`src/rtl/wb_regbank_pkg.sv`:
```
// Shared types and constants for the Wishbone register bank.
package wb_regbank_pkg;

    // Bus handshake states: waiting for a strobe, or presenting the response.
    typedef enum logic {
        IDLE = 1'b0,
        RESP = 1'b1
    } state_t;

    // Per-register access modes; the fourth encoding is treated as read-only.
    localparam logic [1:0] MODE_RW  = 2'd0;
    localparam logic [1:0] MODE_RO  = 2'd1;
    localparam logic [1:0] MODE_W1C = 2'd2;

    // Expands four byte-lane enables into a 32-bit bit mask.
    function automatic logic [31:0] lane_mask(input logic [3:0] sel);
        logic [31:0] mask;
        for (int b = 0; b < 4; b++) begin
            mask[b*8 +: 8] = {8{sel[b]}};
        end
        return mask;
    endfunction

endpackage

```
`src/rtl/wb_regbank_cell.sv`:
```
// One 32-bit register of the bank. The mode parameter selects whether the
// bus writes it (RW), hardware loads it (RO), or hardware sets bits that
// the bus clears by writing ones (W1C).
module wb_regbank_cell
    import wb_regbank_pkg::*;
#(
    parameter logic [1:0]  MODE        = MODE_RW,
    parameter logic [31:0] RESET_VALUE = 32'h0
) (
    input  logic        clk,
    input  logic        rst,
    input  logic        wr_en,
    input  logic [3:0]  sel,
    input  logic [31:0] wdat,
    input  logic        hw_we,
    input  logic [31:0] hw_dat,
    input  logic [31:0] hw_set,
    output logic [31:0] q
);

    logic [31:0] d;
    logic [31:0] mask;

    // Next value: hardware set wins over a bus clear, hardware load wins over
    // a bus write to a read-only register.
    always_comb begin
        mask = lane_mask(sel);
        d    = q;
        case (MODE)
            MODE_RW: begin
                if (wr_en) begin
                    d = (q & ~mask) | (wdat & mask);
                end
            end
            MODE_W1C: begin
                if (wr_en) begin
                    d = q & ~(wdat & mask);
                end
                d = d | hw_set;
            end
            default: begin
                if (hw_we) begin
                    d = hw_dat;
                end
            end
        endcase
    end

    // Register storage with per-register reset value.
    always_ff @(posedge clk or posedge rst) begin
        if (rst) begin
            q <= RESET_VALUE;
        end else begin
            q <= d;
        end
    end

endmodule

```
`src/rtl/wb_regbank.sv`:
```
// Wishbone-classic register bank: address decode, one-wait-state handshake,
// read mux, per-register access strobes and the W1C interrupt summary.
module wb_regbank
    import wb_regbank_pkg::*;
#(
    parameter int                     NREGS        = 8,
    parameter logic [NREGS*32-1:0]    RESET_VALUES = '0,
    parameter logic [NREGS*2-1:0]     MODES        = '0
) (
    input  logic                  clk_i,
    input  logic                  rst_i,
    input  logic                  stb_i,
    input  logic                  we_i,
    input  logic [31:2]           adr_i,
    input  logic [3:0]            sel_i,
    input  logic [31:0]           dat_i,
    output logic [31:0]           dat_o,
    output logic                  ack_o,
    output logic                  err_o,
    output logic [NREGS*32-1:0]   hw_q_o,
    input  logic [NREGS-1:0]      hw_we_i,
    input  logic [NREGS*32-1:0]   hw_dat_i,
    input  logic [NREGS*32-1:0]   hw_set_i,
    output logic [NREGS-1:0]      wr_pulse_o,
    output logic [NREGS-1:0]      rd_pulse_o,
    output logic                  irq_o
);

    localparam int IW = (NREGS > 1) ? $clog2(NREGS) : 1;

    state_t             state;
    state_t             state_next;
    logic               mapped;
    logic [IW-1:0]      idx;
    logic               start;
    logic [NREGS-1:0]   wr_en;
    logic [NREGS-1:0]   rd_en;
    logic [31:0]        rdat;
    logic [31:0]        reg_q [NREGS];
    logic               ack_next;
    logic               err_next;
    logic [31:0]        dat_next;

    // Any upper address bit set or an index past the last register is unmapped.
    assign mapped = (adr_i < 30'(NREGS));
    assign idx    = adr_i[IW+1:2];
    assign start  = (state == IDLE) && stb_i;

    // One-hot access strobes and read mux for the addressed register.
    always_comb begin
        wr_en = '0;
        rd_en = '0;
        rdat  = '0;
        for (int k = 0; k < NREGS; k++) begin
            if (mapped && (idx == IW'(k))) begin
                wr_en[k] = start && we_i;
                rd_en[k] = start && !we_i;
                rdat     = reg_q[k];
            end
        end
    end

    genvar g;
    generate
        for (g = 0; g < NREGS; g++) begin : g_cell
            wb_regbank_cell #(
                .MODE        (MODES[g*2 +: 2]),
                .RESET_VALUE (RESET_VALUES[g*32 +: 32])
            ) u_cell (
                .clk    (clk_i),
                .rst    (rst_i),
                .wr_en  (wr_en[g]),
                .sel    (sel_i),
                .wdat   (dat_i),
                .hw_we  (hw_we_i[g]),
                .hw_dat (hw_dat_i[g*32 +: 32]),
                .hw_set (hw_set_i[g*32 +: 32]),
                .q      (reg_q[g])
            );
            assign hw_q_o[g*32 +: 32] = reg_q[g];
        end
    endgenerate

    // Interrupt is raised while any bit of any W1C register is set.
    always_comb begin
        irq_o = 1'b0;
        for (int k = 0; k < NREGS; k++) begin
            if (MODES[k*2 +: 2] == MODE_W1C) begin
                irq_o = irq_o | (|reg_q[k]);
            end
        end
    end

    // Handshake: accept in IDLE, respond for exactly one cycle in RESP.
    always_comb begin
        state_next = state;
        ack_next   = 1'b0;
        err_next   = 1'b0;
        dat_next   = '0;
        case (state)
            IDLE: begin
                if (stb_i) begin
                    state_next = RESP;
                    ack_next   = mapped;
                    err_next   = !mapped;
                    dat_next   = we_i ? 32'h0 : rdat;
                end
            end
            RESP: begin
                state_next = IDLE;
            end
            default: begin
                state_next = IDLE;
            end
        endcase
    end

    // FSM state register.
    always_ff @(posedge clk_i or posedge rst_i) begin
        if (rst_i) begin
            state <= IDLE;
        end else begin
            state <= state_next;
        end
    end

    // Registered bus response and access strobes, cleared immediately by reset.
    always_ff @(posedge clk_i or posedge rst_i) begin
        if (rst_i) begin
            ack_o      <= 1'b0;
            err_o      <= 1'b0;
            dat_o      <= '0;
            wr_pulse_o <= '0;
            rd_pulse_o <= '0;
        end else begin
            ack_o      <= ack_next;
            err_o      <= err_next;
            dat_o      <= dat_next;
            wr_pulse_o <= wr_en;
            rd_pulse_o <= rd_en;
        end
    end

endmodule
```
`config.mk`:
```
export PLATFORM = sky130hd
export DESIGN_NAME = wb_regbank
export DESIGN_NICKNAME = d
export VERILOG_FILES = /design/src/rtl/wb_regbank_pkg.sv /design/src/rtl/wb_regbank_cell.sv /design/src/rtl/wb_regbank.sv
export SDC_FILE = /design/constraint.sdc
export NUM_CORES = 1
export LEC_CHECK = 0
export CAP_MARGIN = 20
export CORE_AREA = 2 2 354 356
export CTS_CLUSTER_SIZE = 14
export DETAILED_ROUTE_END_ITERATION = 6
export DIE_AREA = 0 0 356 358
export SLEW_MARGIN = 20
export SYNTH_ARGS = -nofsm -noshare
export SYNTH_HDL_FRONTEND = slang
export SYNTH_SLANG_ARGS = --single-unit
```
`constraint.sdc`:
```
create_clock -name clk_i -period 9.28 [get_ports clk_i]
set_input_delay 0.928 -clock clk_i [delete_from_list [all_inputs] [get_ports clk_i]]
set_output_delay 0.928 -clock clk_i [all_outputs]
set_load 0.05 [all_outputs]
```
* After elaboration in Yosys (flattened, before gate mapping)
Cells that the tools add are included.
Word-level totals: register bits 307, latch bits 0, bits in writable memories 0, bits in read-only memories 0, output and inout bits 307, memories 0
Cells by class: add/subtract/negate cells 0, multiply operators 0, div/mod/pow operators 0, order comparisons 1, equal/unequal tests 7, shift-type cells 0, muxes and demuxes 33, bitwise gates (word level) 19, reductions and logical operators 14
Operator list (number):
- 2-to-1 mux 32 bit | 11
- AND 32 bit | 9
- OR 32 bit | 8
- inverter 32 bit | 1
- < comparator 30 x 4 -> 1 bit, second input constant | 1
- 2-to-1 mux 1 bit | 21
- == test 3 bit, second input constant | 4
- logical AND 1 bit | 11
- == test 3 x 2 -> 1 bit, second input constant | 2
- == test 3 x 1 -> 1 bit, second input constant | 1
- logical NOT 3 bit | 1
- logical NOT 1 bit | 2
- case mux 1 bit (2 select lines) | 1
- inverter 1 bit | 1

* Longest topological paths before layout
depth after elaboration 13, mapped depth 7, depth with buffers taken out 4

* By module
Synthesis repeated with hierarchy kept, for this count alone.
Unflattened totals: cell total of the unflattened synthesis 885, area, all modules 13173.9 um^2
By module, submodules not included:
- wb_regbank_cell | instances 8, cells an instance 69, area each 1189.9 um^2, sequential area each 800.8 um^2
- wb_regbank | instances 1, cells an instance 333, area each 3654.8 um^2, sequential area each 1276.2 um^2

* Least setup slack after synthesis
No wires, ideal clock.
kind input-to-reg, start input adr_i[21] (netlist name), end register (tool-made name), setup time 0.125 ns, arrival time 2.316 ns, required time 9.155 ns, slack 6.839 ns, stages 7, path buffers 3, cell sequence nor4_2 -> and4_1 -> buf_4 -> buf_12 -> buf_12 -> nand3_4 -> mux2_4
RTL lines:
- start: declaration | RTL line wb_regbank.sv:14 | input logic [31:2] adr_i,

==> flow_metrics.tcl <==
set metrics [dict create \
    status "finished, final reports clean" \
    drive_above_1_share 0.327 \
    pwr-share-clk 0.525 \
    grt_pass1_vias 10935 \
    seqPwrFrac 0.423 \
    syn_to_final_growth_pct 49.4 \
    synth-compound-area-share 0.0490 \
    cp-end-kind "flip-flop" \
    htree_levels 2 \
    dp.cells 2989 \
    hold_path_class "flip-flop to flip-flop" \
    timing.final.crit_share 0.405 \
    yosys.area.top_type "dfrtp_1" \
    hold_depth 1 \
    synth_area_sq_mm 0.0143 \
    grt_max_degree 139 \
    sw_frac_of_total 0.242 \
    fin_area_sq_mm 0.0213 \
    rsz0062_at_grt "no" \
    portBuffers 375 \
    placed_area_sq_mm 0.0199 \
    ant_nets 0 \
    worst_setup_path_start_kind "primary input" \
    synth_fa_ha_area_frac 0 \
    met3WireLength_um 7020 \
    clock_path_buffers 3 \
    vias 10279 \
    regToRegSetupSlack_ns 6.39 \
    synth_top_cells_by_count "307 x dfrtp_1, 252 x mux2_2, 53 x nor2_1" \
    cts_buffers 40 \
    syn-num-nets 1608 \
    wl_um 63800 \
    leakagePower_nw 9.12 \
    top_layer_used "met5" \
    period_needed_ns 3.76 \
    synth_flop_cell "dfrtp_1" \
    io_pins 897 \
    synth-edff-count 0 \
    tightest_slew_ns 1.08 \
    tns_ns 0 \
    wl_per_cell_um 20.8 \
    path_class "primary input to flip-flop" \
    relSlewSlack 0.280 \
    cts_tree "built" \
    cts_sinks 307 \
    synth.avg_cell_area_sq_um 14.0 \
    synth_top_area_frac 0.538 \
    coreArea_sq_mm 0.123 \
    clk_pin_slew_ns 0.06 \
    async_flop_share 1.00 \
    fp.dieArea_sq_mm 0.127 \
    drt-met1-wl_um 29000 \
    ctsHoldBuffers 0 \
    setup_viol 0 \
    synthCells 1018 \
    final_nets 1984 \
    grt.total_usage 0.0978 \
    synth-simple-area-share 0.0786 \
    cts_setup_buffers 0 \
    muxShareOfSynthArea 0.311 \
    seq_area_frac_synth 0.538 \
    via_per_inst 3.36 \
    wl_met2_um 26400 \
    r2r_cells 4 \
    power_density_mw_per_mm2 148 \
    yosysMostFrequentCell "dfrtp_1" \
    placementRows 129 \
    root_buffer "clkbuf_16" \
    comb_power_share 0.052 \
    post_cts_resized 0 \
    synthTopCellsByArea "dfrtp_1 54%, mux2_2 20%, mux2_4 5.0%, mux2i_1 3.3%, mux4_2 2.8%" \
    yosys_register_bits 307 \
    globalRoute.totalOverflow 0 \
    r2r-start "state" \
    cp_max_fo 39 \
    clkLatencyLatePin_ns 0.57 \
    antenna_found_initial 5 \
    p_switching_uw 767 \
    p_int_mw 2.40 \
    finalMaxSlewViolations 0 \
    crit_start "adr_i[3]" \
    hpwl_um 46600 \
    timing.final.ws_setup_ns 5.52 \
    worstPathArrival_ns 4.19 \
    drc 0 \
    synth_top_family_by_area "multiplexers" \
    dr.pass1.iters 4 \
    die_h_um 358 \
    ys_types 37 \
    max-vdd-ir-drop_v 0.000118 \
    hold_viol_final 0 \
    yosys_warnings 0 \
    fmax_ghz 0.266 \
    whs_ns 0.523 \
    drt-initial-drc-count 564 \
    grt_pass1_wl_um 87600 \
    r2r_end "dat_o[1]" \
    start_util 0.116 \
    post-place-ws_ns 4.90 \
    fin_cells 3062 \
    skew_ns 0.0388 \
    gp_congestion 0.798 \
    die_w_um 356 \
    required_ns 9.71 \
    drv_cap 0 \
    synth_xor_area_frac 0 \
]
[layout by cell type, fill, tap and decap left out, types with 12 or more instances in the layout]
cell             netlist  final
a21oi_1               32     32
a221oi_2              16     16
buf_4                  4     16
clkbuf_16              0     42
clkdlybuf4s50_1        0    372
dfrtp_1              307    307
mux2_2               252    252
mux2_4                48     48
mux2i_1               47     47
mux4_2                18     18
nand2_1               49     49
nand3_2               19     19
nor2_1                53     52
nor3_1                13     12
o21ai_0               45     45
[how the worst max path moves through the flow]
stage	endpoint	cells after the start
5_1_grt	flip-flop	8
4_1_cts	flip-flop	8
2_1_floorplan	asynchronous set/reset pin	1
3_5_place_dp	flip-flop	8
6_report	flip-flop	8
3_3_place_gp	flip-flop	8
[power by group through the flow]
stage / Clock, mW / Sequential (mW) / Combinational [mW]
after floorplan: 0 / 1.37 / 0.0725
after global placement: 0 / 1.36 / 0.167
after detailed placement: 0 / 1.36 / 0.168
after CTS: 1.71 / 1.34 / 0.168
after global routing: 1.76 / 1.34 / 0.179
final: 1.66 / 1.34 / 0.163
[logic make-up (layout without fill, tap and decap cells)]
family	after synthesis	in the layout
flip-flops	307	307
multiplexers	366	366
AO/OA/AOI/OAI	101	101
AND/OR/NAND/NOR	183	183
other	1	2
buffers and inverters	60	466
[stage by stage]
| stage | power (mW) | util |
|---|---|---|
| after global routing | 3.28 | 0.173 |
| after global placement | 1.53 | 0.162 |
| after CTS | 3.22 | 0.173 |
| after detailed placement | 1.53 | 0.162 |
| after floorplan | 1.44 | - |
| final | 3.16 | 0.173 |
[worst max-delay path, stage by stage]
cell,delay [ns]
buf_6,0.25
buf_4,0.50
buf_4,0.67
nand2b_2,0.11
buf_4,0.37
nor2_1,0.18
and3_1,0.68
mux2_2,0.41
[final cells by class]
cell class	count	area [sq um]
fillers	13574	102000
flip-flops and latches	307	7680
multi-input cells	651	6290
repair buffers	391	3890
well taps	1637	2050
clock buffers	55	1180
clock inverters	17	225
inverters	3	15.0
diodes	1	2.50
[layer usage]
| layer | up-vias | track usage |
|---|---|---|
| met5 | - | 0 |
| met4 | 4 | 0.0246 |
| met3 | 69 | 0.0466 |
| met2 | 419 | 0.141 |
| met1 | 5309 | 0.130 |
| li1 | 4478 | - |
No activity file was read; power rests on OpenSTA's default activity.
==> patch 1: new RTL, same settings <==
The output `err_o` loses its register stage (`err_o` becomes a continuous assignment).
--- a/src/rtl/wb_regbank.sv
+++ b/src/rtl/wb_regbank.sv
@@ -130,3 +130,2 @@
             ack_o      <= 1'b0;
-            err_o      <= 1'b0;
             dat_o      <= '0;
@@ -136,3 +135,2 @@
             ack_o      <= ack_next;
-            err_o      <= err_next;
             dat_o      <= dat_next;
@@ -143,2 +141,4 @@
 
+    assign err_o = err_next;
+
 endmodule
Check against the original RTL: not equivalent (a bounded check fails within 4 cycles, from zero or initial values and one cycle with rst_i high).
==> patch 1 against the original RTL <==
Total power fell by 2.5%. Clock skew fell by 0.018 ns. Setup slack got worse by 0.96 ns. Sequential cell count fell by 1. Register-to-register slack improved by 0.22 ns. Final cell count barely moved. Utilization fell by 0.085 points. Area after synthesis fell by 0.18%. Final area fell by 0.49%. Routed wire length rose by 2.7%. Critical path type is now primary input to primary output.
==> patch 1: results (changes against the original RTL) <==
.. list-table::
   :header-rows: 1

   * - Metric
     - Value
   * - Result of the run
     - finished, final reports clean
   * - Dpl cell area
     - 19900 um2 (-0.20%)
   * - Port Buffer Count
     - 375 (unchanged)
   * - Worst-Skew Late Latency
     - 0.57 ns (about the same)
   * - Synth unique cells
     - 37 (unchanged)
   * - CTS resizes
     - 0 (unchanged)
   * - Post-DR vias/cell
     - 3.40 (+1.3%)
   * - Mean cell area of the mapped netlist
     - 14.0 um2 (about the same)
   * - Total nets after synthesis
     - 1607 (-0.062%)
   * - Main area contributors after synthesis
     - sky130_fd_sc_hd__dfrtp_1, sky130_fd_sc_hd__mux2_2, sky130_fd_sc_hd__mux2_4
   * - Detailed-route wire length
     - 65500 um (+2.7%)
   * - GRT Overall Usage
     - 10.1% (+0.33 points)
   * - Initial DRC count
     - 532 (-5.7%)
   * - Number of post-CTS setup repair buffers
     - 0 (unchanged)
   * - Number of placed instances with taps included
     - 2986 (-0.10%)
   * - TritonCTS Buffers
     - 39 (-2.5%)
   * - Slowest cell on the critical path
     - sky130_fd_sc_hd__clkdlybuf4s50_1
   * - Maximum number of pins on one net before global-route repair
     - 157 (+13%)
   * - Routability cong.
     - 0.782 (-2.1%)
   * - Number of synthesis warnings
     - 0 (unchanged)
   * - Clk Tree Root Cell
     - sky130_fd_sc_hd__clkbuf_16
   * - Via count of the first global-routing pass
     - 11100 (+1.1%)
   * - Global-route wire length before repair
     - 90500 um (+3.3%)
   * - DR pass1 iterations
     - 5 (+1)
   * - Share of the yosys chip area belonging to registers
     - 53.7% (-0.081 points)
   * - Worst Hold Class
     - flop to flop
   * - Worst max-slew margin expressed relative to the limit
     - 35.3% (+7.2 points)
   * - Number of buffers on the longest clock path
     - 3 (unchanged)
   * - Leakage power of the design
     - 9.07 nW (-0.57%)
   * - Final layout net count
     - 1981 (-0.15%)
   * - Number of standard cells in the final layout excluding fillers
     - 3060 (-0.065%)
   * - HPWL after detailed placement
     - 46800 um (+0.57%)
   * - Most used DFF post-synth
     - sky130_fd_sc_hd__dfrtp_1
   * - Clock slew at the register clock pins of the worst setup and hold paths
     - 0.05 ns
   * - CP Data Arrival Time
     - 3.79 ns (-0.40 ns)
   * - Skew final
     - 0.0203 ns (-0.0185 ns)
   * - Largest fanout on the critical path
     - 35 (-10%)
   * - Share of layout cells above drive strength 1
     - 32.4% (-0.28 points)
   * - Final-report max-slew violation count
     - 0 (unchanged)
   * - Share of synthesized registers carrying an async set or reset
     - 100% (unchanged)
   * - Most numerous cell types in the synthesized netlist
     - sky130_fd_sc_hd__dfrtp_1, sky130_fd_sc_hd__mux2_2, sky130_fd_sc_hd__nor2_1, sky130_fd_sc_hd__nand2_1, sky130_fd_sc_hd__mux2_4
   * - Number of antenna violations at the first check in global routing
     - 8 (+3)
   * - Delay of the slowest critical-path stage
     - 0.96 ns (+0.28 ns)
   * - Number of H-tree levels
     - 2 (unchanged)
   * - Max IR drop VDD
     - 0.0977 mV (-17%)
## patch 1: worst paths after layout
path | start | endpoint | slack, ns | depth (start not counted)
setup / recovery | adr_i[31] | err_o | 4.56 | 6
hold / removal | flop | flop | 0.53 | 1
setup reg to reg | state$_DFF_PP0_ | flop | 6.61 | 5
hold reg to reg | flop | flop | 0.53 | 1
max in group asynchronous | rst_i | asynchronous set/reset pin | 6.61 | 4
min in group asynchronous | rst_i | asynchronous set/reset pin | 0.80 | 2
## patch 1: cell type report
class | instances | area, um2
Antenna cell | 2 | 5.00
Tap cell | 1637 | 2050
Sequential cell | 306 | 7660
Clock inverter | 18 | 218
Timing Repair Buffer | 390 | 3910
Clock buffer | 53 | 1090
Multi-Input combinational cell | 651 | 6290
Fill cell | 13600 | 102000
Inverter | 3 | 15.0
## patch 1: logic make-up after synthesis
logic type	share of synthesized area (%)
compound gates	4.90
simple gates	7.87
other cells	0.0263
mux	31.2
flops	53.7
buf+inv	2.33
## patch 1: where the power goes
group	switching (mW)	internal, mW
sequential	0.000121	1.33
clock	0.647	0.940
combinational	0.114	0.0504
total	0.761	2.33
## patch 1: layer usage
metal	global-route usage (%)	wire [um]
met3	5.10	7650
met2	14.5	27200
met1	13.2	29300
met5	0	46
met4	2.64	1260
## patch 1: metrics by stage
step / setup slack (ns) / utilization, %
2_1_floorplan: 4.28 / -
3_3_place_gp: 4.36 / 16.1
3_5_place_dp: 4.39 / 16.1
4_1_cts: 4.39 / 17.2
5_1_grt: 4.30 / 17.2
6_report: 4.56 / 17.2
## patch 1: critical path, delay by kind of cell
family | cells | cell delay, ns
buffers and inverters | 3 | 1.98
AO/OA/AOI/OAI | 1 | 0.28
AND/OR/NAND/NOR | 2 | 0.59
==> patch 2: new RTL, same flow settings <==
Without the edit above. Change the parameter `NREGS` from 8 to 16.
--- a/src/rtl/wb_regbank.sv
+++ b/src/rtl/wb_regbank.sv
@@ -5,3 +5,3 @@
 #(
-    parameter int                     NREGS        = 8,
+    parameter int                     NREGS        = 16,
     parameter logic [NREGS*32-1:0]    RESET_VALUES = '0,
Ports: changed (6 resized); port bits go from 897 to 1689. The function was not compared with the original's and may differ.
==> patch 2 against the original RTL <==
Area after synthesis is 80% higher. The flow now stops in I/O pin placement (3_2_place_iop).
==> patch 2: results (changes against the original RTL) <==
.. list-table::
   :header-rows: 1

   * - Metric
     - Value
   * - Synth unique cells
     - 67 (+81%)
   * - Share of synthesized registers carrying an async set or reset
     - 100% (unchanged)
   * - Number of synthesis warnings
     - 0 (unchanged)
   * - Share of the yosys chip area belonging to registers
     - 56.3% (+2.5 points)
   * - Terminating stage of the flow
     - I/O pin placement (3_2_place_iop)
   * - Result of the run
     - stopped before the end
   * - Tool error
     - [ERROR PPL-0024] Number of IO pins (1689) exceeds maximum number of available positions (1288). Increase the die perimeter from 1428.00um to 2297.04um.
   * - Main area contributors after synthesis
     - sky130_fd_sc_hd__dfrtp_1, sky130_fd_sc_hd__mux2_2, sky130_fd_sc_hd__mux4_2
   * - Register bit total from synthesis
     - 579 (+89%)
   * - Total nets after synthesis
     - 3048 (+90%)
   * - Cell count after synthesis
     - 1938 (+90%)
   * - Most used DFF post-synth
     - sky130_fd_sc_hd__dfrtp_1
   * - Most numerous cell types in the synthesized netlist
     - sky130_fd_sc_hd__dfrtp_1, sky130_fd_sc_hd__mux2_2, sky130_fd_sc_hd__nand2_1, sky130_fd_sc_hd__clkbuf_1, sky130_fd_sc_hd__nor2_1
==> patch 2: cell count changes after synthesis, sizes merged, moves of 30 or more <==
cell,before,now
dfrtp,307,579
mux2,301,526
nor2,53,83
nand2,49,122
a21oi,32,63
clkbuf,21,82
==> patch 2: logic make-up after synthesis <==
| logic type | share of synthesized area [%] |
|---|---|
| other cells | 0.0146 |
| compound gates | 8.38 |
| buf+inv | 2.09 |
| simple gates | 6.65 |
| flops | 56.3 |
| mux | 26.6 |
